### src/rtl/mac_sequencer.sv
// Streaming multiply-accumulate controller around a hierarchical 32x32 Vedic multiplier.
// Optional MAC_SATURATE_EN: accumulator clamps to all-ones on carry-out instead of wrapping.

module vedic_2x2 (
    input  logic [1:0] a,
    input  logic [1:0] b,
    output logic [3:0] p
);
    logic t1, t2, t3, c1;

    assign t1   = a[1] & b[0];
    assign t2   = a[0] & b[1];
    assign t3   = a[1] & b[1];
    assign c1   = t1 & t2;
    assign p[0] = a[0] & b[0];
    assign p[1] = t1 ^ t2;
    assign p[2] = t3 ^ c1;
    assign p[3] = t3 & c1;
endmodule

// Each level: four half-width partial products, cross terms summed then shifted into place.
module vedic_4x4 (
    input  logic [3:0] a,
    input  logic [3:0] b,
    output logic [7:0] p
);
    logic [3:0] q0, q1, q2, q3;
    logic [4:0] mid;

    vedic_2x2 u_ll (.a(a[1:0]), .b(b[1:0]), .p(q0));
    vedic_2x2 u_hl (.a(a[3:2]), .b(b[1:0]), .p(q1));
    vedic_2x2 u_lh (.a(a[1:0]), .b(b[3:2]), .p(q2));
    vedic_2x2 u_hh (.a(a[3:2]), .b(b[3:2]), .p(q3));

    assign mid = {1'b0, q1} + {1'b0, q2};
    assign p   = {q3, q0} + {1'b0, mid, 2'b0};
endmodule

module vedic_8x8 (
    input  logic [7:0]  a,
    input  logic [7:0]  b,
    output logic [15:0] p
);
    logic [7:0] q0, q1, q2, q3;
    logic [8:0] mid;

    vedic_4x4 u_ll (.a(a[3:0]), .b(b[3:0]), .p(q0));
    vedic_4x4 u_hl (.a(a[7:4]), .b(b[3:0]), .p(q1));
    vedic_4x4 u_lh (.a(a[3:0]), .b(b[7:4]), .p(q2));
    vedic_4x4 u_hh (.a(a[7:4]), .b(b[7:4]), .p(q3));

    assign mid = {1'b0, q1} + {1'b0, q2};
    assign p   = {q3, q0} + {3'b0, mid, 4'b0};
endmodule

module vedic_16x16 (
    input  logic [15:0] a,
    input  logic [15:0] b,
    output logic [31:0] p
);
    logic [15:0] q0, q1, q2, q3;
    logic [16:0] mid;

    vedic_8x8 u_ll (.a(a[7:0]),  .b(b[7:0]),  .p(q0));
    vedic_8x8 u_hl (.a(a[15:8]), .b(b[7:0]),  .p(q1));
    vedic_8x8 u_lh (.a(a[7:0]),  .b(b[15:8]), .p(q2));
    vedic_8x8 u_hh (.a(a[15:8]), .b(b[15:8]), .p(q3));

    assign mid = {1'b0, q1} + {1'b0, q2};
    assign p   = {q3, q0} + {7'b0, mid, 8'b0};
endmodule

module vedic_32x32 (
    input  logic [31:0] a,
    input  logic [31:0] b,
    output logic [63:0] p
);
    logic [31:0] q0, q1, q2, q3;
    logic [32:0] mid;

    vedic_16x16 u_ll (.a(a[15:0]),  .b(b[15:0]),  .p(q0));
    vedic_16x16 u_hl (.a(a[31:16]), .b(b[15:0]),  .p(q1));
    vedic_16x16 u_lh (.a(a[15:0]),  .b(b[31:16]), .p(q2));
    vedic_16x16 u_hh (.a(a[31:16]), .b(b[31:16]), .p(q3));

    assign mid = {1'b0, q1} + {1'b0, q2};
    assign p   = {q3, q0} + {15'b0, mid, 16'b0};
endmodule

// Handshakes: a transfer occurs on a rising edge where valid and ready are both high;
// out_valid is held with out_acc/out_ovf stable until out_ready is seen.
module mac_sequencer #(
    parameter int LEN_W = 8
) (
    input  logic             clk,
    input  logic             rst_n,
    input  logic             start,
    input  logic [LEN_W-1:0] len,
    input  logic             in_valid,
    output logic             in_ready,
    input  logic [31:0]      in_a,
    input  logic [31:0]      in_b,
    output logic             out_valid,
    input  logic             out_ready,
    output logic [63:0]      out_acc,
    output logic             out_ovf,
    output logic             busy
);
    typedef enum logic [1:0] {
        IDLE = 2'd0,
        RUN  = 2'd1,
        DONE = 2'd2
    } state_t;

    state_t           state, state_nxt;
    logic [LEN_W-1:0] remaining, remaining_nxt;
    logic [31:0]      a_r, a_nxt;
    logic [31:0]      b_r, b_nxt;
    logic             s1_valid, s1_valid_nxt;
    logic [63:0]      acc, acc_nxt;
    logic             ovf, ovf_nxt;

    logic [63:0]      prod;
    logic [64:0]      sum;
    logic [63:0]      acc_add;
    logic             accept;

    vedic_32x32 u_mul (.a(a_r), .b(b_r), .p(prod));

    assign sum = {1'b0, acc} + {1'b0, prod};

`ifdef MAC_SATURATE_EN
    // Once clamped, any further non-zero product carries out again, so the clamp persists.
    assign acc_add = sum[64] ? 64'hFFFF_FFFF_FFFF_FFFF : sum[63:0];
`else
    assign acc_add = sum[63:0];
`endif

    assign in_ready  = (state == RUN) && (remaining != '0);
    assign accept    = in_valid && in_ready;
    assign out_valid = (state == DONE);
    assign out_acc   = acc;
    assign out_ovf   = ovf;
    assign busy      = (state != IDLE);

    always_ff @(posedge clk) begin
        if (!rst_n) begin
            state     <= IDLE;
            remaining <= '0;
            a_r       <= '0;
            b_r       <= '0;
            s1_valid  <= 1'b0;
            acc       <= '0;
            ovf       <= 1'b0;
        end else begin
            state     <= state_nxt;
            remaining <= remaining_nxt;
            a_r       <= a_nxt;
            b_r       <= b_nxt;
            s1_valid  <= s1_valid_nxt;
            acc       <= acc_nxt;
            ovf       <= ovf_nxt;
        end
    end

    always_comb begin
        state_nxt     = state;
        remaining_nxt = remaining;
        a_nxt         = a_r;
        b_nxt         = b_r;
        s1_valid_nxt  = s1_valid;
        acc_nxt       = acc;
        ovf_nxt       = ovf;

        case (state)
            IDLE: begin
                if (start) begin
                    acc_nxt      = '0;
                    ovf_nxt      = 1'b0;
                    s1_valid_nxt = 1'b0;
                    if (len != '0) begin
                        remaining_nxt = len;
                        state_nxt     = RUN;
                    end else begin
                        state_nxt = DONE;
                    end
                end
            end
            RUN: begin
                if (accept) begin
                    a_nxt         = in_a;
                    b_nxt         = in_b;
                    remaining_nxt = remaining - LEN_W'(1);
                end
                s1_valid_nxt = accept;
                if (s1_valid) begin
                    acc_nxt = acc_add;
                    ovf_nxt = ovf | sum[64];
                    // Last term is in the multiplier stage: nothing left to accept.
                    if (remaining == '0) begin
                        state_nxt = DONE;
                    end
                end
            end
            DONE: begin
                if (out_ready) begin
                    state_nxt = IDLE;
                end
            end
            default: begin
                state_nxt = IDLE;
            end
        endcase
    end
endmodule

### config.mk
export PLATFORM = sky130hd
export DESIGN_NAME = mac_sequencer
export DESIGN_NICKNAME = d
export VERILOG_FILES = /design/src/rtl/mac_sequencer.sv
export SDC_FILE = /design/constraint.sdc
export NUM_CORES = 2
export LEC_CHECK = 0
export CORE_MARGIN = 2
export CORE_UTILIZATION = 49
export DETAILED_ROUTE_END_ITERATION = 10
export GPL_ROUTABILITY_DRIVEN = 1
export PLACE_DENSITY = 0.68
export SLEW_MARGIN = 20
export SYNTH_ARGS = -nofsm -noshare
export SYNTH_HDL_FRONTEND = slang
export SYNTH_SLANG_ARGS = --single-unit
### constraint.sdc
create_clock -name clk -period 28.1 [get_ports clk]
set_input_delay 8.43 -clock clk [delete_from_list [all_inputs] [get_ports clk]]
set_output_delay 8.43 -clock clk [all_outputs]
set_load 0.03 [all_outputs]
==> impl.org <==
** Flow run
- The tool flagged a number of max-cap violations equal to 0.

** Worst setup path
- Startpoint class of the critical path :: flip-flop
- Cell repeated most along the worst path :: sky130_fd_sc_hd__a21oi_1
- Critical-path top delay cell :: sky130_fd_sc_hd__dfxtp_1
- Worst setup slack for register-to-register paths :: 14.88 ns
- At the worst endpoint, the required time is 28.54 ns.
- The largest single stage delay on the critical path is 0.85 ns.
- CP Capture Type :: flip-flop
- Largest fanout of any net on the critical path :: 19
- Worst EP arrival :: 13.66 ns
- Class of the most critical setup path :: flip-flop to flip-flop

** Global routing
- The number of global-route vias before repair was 50518.
- Entering global routing, the biggest net connects 79 pins.
- Across every metal layer, demand over resource in global routing totals 0.261.
- Remaining global-route overflow :: 0
- The number of antenna violations at the first check in global routing came to 8.
- The first global-routing pass estimated 267 mm of wire.

** CTS
- Post-cts repair resize count :: 0
- Clock network latency to the later pin of the worst-skew pair :: 0.57 ns
- Clock H-tree levels :: 4
- Number of sinks driven by the clock tree :: 140
- Buffers inserted to repair hold after CTS numbered 0.
- In this run the clock root is driven by a sky130_fd_sc_hd__clkbuf_16.
- The number of setup buffers added after CTS is 0.
- Num CTS Buffers :: 17
- TritonCTS clock tree :: done
- Counting along the longest clock path gives a buffer depth of 2.
- Clock-pin transition on the worst setup and hold timing paths :: 0.08 ns

** Route
- After detailed routing, the number of remaining DRC violations is 0.
- Dividing the detail-routed wire length by the instance count gives 18.2 µm.
- First-pass detailed-route iteration total :: 6
- Overall routed net length :: 166 mm
- Detailed-route vias per instance :: 5.64
- Detail Route Antenna Nets :: 0
- The first routing iteration left 3084 violations.
- The final route contains 51452 vias.

** Logic synthesis
- Counting flops with an async set or reset pin after synthesis yields a share of 0.
- Mean post-synth cell area :: 8.07 µm²
- Cell with the most instances after synthesis :: sky130_fd_sc_hd__ha_1
- Post-synth cell types :: 86
- Leading register cell type out of synthesis :: sky130_fd_sc_hd__dfxtp_1
- Syn nets :: 9373
- Synth warn :: 0
- Sequential fraction of the synthesis area :: 0.0463
- Ranking of synthesized cells by area :: sky130_fd_sc_hd__ha_1 34%, sky130_fd_sc_hd__and2_1 11%, sky130_fd_sc_hd__xnor2_1 10%, sky130_fd_sc_hd__fa_1 5.7%, sky130_fd_sc_hd__a21o_1 5.5%
- Yosys mapped a number of flops with a built-in enable equal to 0.
- Counting instances in the post-synthesis netlist gives the leading cell types as 1624 x sky130_fd_sc_hd__ha_1, 1052 x sky130_fd_sc_hd__and2_1, 714 x sky130_fd_sc_hd__xnor2_1.
- The mapped netlist covers 0.0605 mm².
- The share of synthesized area in the top cell type comes to 0.336.
- Summed over all instances, the cell type with the most area after synthesis is sky130_fd_sc_hd__ha_1.
- Synthesis handed over a netlist of 7501 instances.
- Number of storage elements in the synthesis netlist :: 140

** Power and ir drop
- Share of total power in sequential cells :: 0.216
- In this run the power spent charging and discharging nets is 0.000557 W.
- Worst IR drop on VDD :: 57.4 µV
- Cell-internal power :: 0.000536 W
- Of the total power, combinational logic draws 0.556.
- Power spread over the standard cell area amounts to 17.0 mW/mm².
- Of the total power, the share spent switching nets is 0.510.
- PnR Total Power :: 0.00109 W
- For this design the static power due to leakage is 38.2 nW.
- Clk pwr share :: 0.228

** Placement
- OpenSTA, run right after detailed placement, puts the worst setup slack at 15.00 ns.
- Detailed placement finished with a half-perimeter wire length of 133 mm.
- Once placement completed, the tool counted placed cells totaling 9082.
- Port bufs :: 144
- The congestion estimate from routability-driven global placement came to 0.926.
- Summing all placed instances gives a cell area of 0.0636 mm².

** Timing
- Worst slew slack as a fraction of its limit :: 0.251
- Smallest setup slack after layout :: 14.88 ns
- Setup TNS :: 0 ns
- Static timing analysis puts the maximum clock frequency at 75.6 MHz.
- For the finished layout, the period the worst path requires is 13.22 ns.
- Worst clock skew :: 0.0304 ns
- RSZ-0062 raised after global routing :: no
- Of the available clock period, the critical path in the final layout requires 0.471.
- Setup violations remaining at the end of the flow were counted as 0.
- Total count of max-transition violations in the final report :: 0
- Final hold violation count :: 0
- Transition time at the pin with the least slew margin :: 1.09 ns

** Floorplanning
- In this run the standard cell core region covers 0.122 mm².
- Row generation in the floorplan step produced 128 rows.
- Effective utilization at floorplan :: 0.495
- The die covers 0.126 mm².
- Ports :: 145
- The die is 355 µm tall.
- X dimension of the die :: 355 µm

** Finish
- Final instance area :: 0.0642 mm²
- Count of placed standard cells in the final layout, fillers left out :: 9118
- Fraction of layout cells with a size suffix above 1 :: 0.0202
- Net total in the final layout :: 9348
- Layout-stage area growth over the synthesis result :: 6.04%

** Outcome
- The flow ran to the end, and the final reports show no timing, DRC or antenna violations.

** Min path
- Class of the tightest hold or removal check :: flip-flop to flip-flop
cell usage in the layout, fill, tap and decap left out, types with 33 or more instances in the layout:
cell type	netlist	final
sky130_fd_sc_hd__nor2_1	239	239
sky130_fd_sc_hd__o21bai_1	228	228
sky130_fd_sc_hd__clkdlybuf4s50_1	0	143
sky130_fd_sc_hd__nor2b_1	91	91
sky130_fd_sc_hd__dfxtp_1	140	140
sky130_fd_sc_hd__a22oi_1	33	33
sky130_fd_sc_hd__a21oi_1	651	650
sky130_fd_sc_hd__nand2_1	306	305
sky130_fd_sc_hd__a21o_1	445	445
sky130_fd_sc_hd__nor3_1	54	54
sky130_fd_sc_hd__inv_1	591	591
sky130_fd_sc_hd__nand3_1	54	54
sky130_fd_sc_hd__fa_1	171	171
sky130_fd_sc_hd__a21boi_0	67	65
sky130_fd_sc_hd__buf_4	0	77
sky130_fd_sc_hd__xnor2_1	714	714
sky130_fd_sc_hd__and2_1	1052	1051
sky130_fd_sc_hd__ha_1	1624	1624
sky130_fd_sc_hd__o21ai_0	154	154
sky130_fd_sc_hd__nand2b_1	47	47
sky130_fd_sc_hd__xor2_1	183	183
metrics by stage:
stage | hold WS (ns) | utilization
after floorplan | 0.449 | -
after CTS | 0.472 | 0.525
after global placement | 0.458 | 0.520
after global routing | 0.498 | 0.525
final | 0.469 | 0.525
after detailed placement | 0.462 | 0.520
registers in the layout, indices dropped and copies added, names as in the netlist:
name	count
state	2
out_ovf	1
a_r	32
out_acc	64
s1_valid	1
remaining	8
b_r	32
worst paths after layout:
check               start       to  depth (start not counted)
setup / recovery  b_r[10]  out_ovf                         53
hold / removal    b_r[23]  b_r[23]                          2
setup reg to reg  b_r[10]  out_ovf                         53
hold reg to reg   b_r[23]  b_r[23]                          2
worst max-delay path, delay by kind of cell, from the launching register on:
| family | cells | cell delay [ns] |
|---|---|---|
| buffers and inverters | 2 | 0.44 |
| AND/OR/NAND/NOR | 9 | 1.61 |
| AO/OA/AOI/OAI | 28 | 6.27 |
| adder cells (fa/ha/maj) | 9 | 3.10 |
| flip-flops | 1 | 0.85 |
| XOR/XNOR | 5 | 0.81 |
power by group through the flow:
| stage | clock (W) | combinational (W) | sequential (W) |
|---|---|---|---|
| final | 0.000250 | 0.000608 | 0.000236 |
| after global routing | 0.000261 | 0.000661 | 0.000238 |
| after CTS | 0.000256 | 0.000602 | 0.000235 |
| after detailed placement | 0 | 0.000597 | 0.000240 |
| after global placement | 0 | 0.000589 | 0.000239 |
| after floorplan | 0 | 0.000385 | 0.000233 |
cells by family after synthesis:
kind of cell,Yosys count,share of synthesized area
flip-flops,140,0.0463
XOR/XNOR,897,0.130
adder cells (fa/ha/maj),1795,0.392
AO/OA/AOI/OAI,1833,0.196
buffers and inverters,856,0.0532
AND/OR/NAND/NOR,1977,0.181
multiplexers,3,0.000496
cell type report:
cell class	count	area [µm²]
fill	11510	58000
antenna	5	12.5
multi-input combinational	6505	54500
clock inverter	13	133
clock buffer	18	439
inverter	592	2220
sequential	140	2800
timing repair buffer	220	2010
tap	1625	2030
routing by layer:
layer	routed length, µm	share of wire	vias to the layer above	GRT usage
met5	7	0.000042	-	0
met4	3870	0.023	2	0.0597
met3	8020	0.048	149	0.0239
met2	73200	0.44	1020	0.432
met1	80700	0.49	24400	0.363
li1	-	-	25881	-
(Power assumes the default switching activity.)
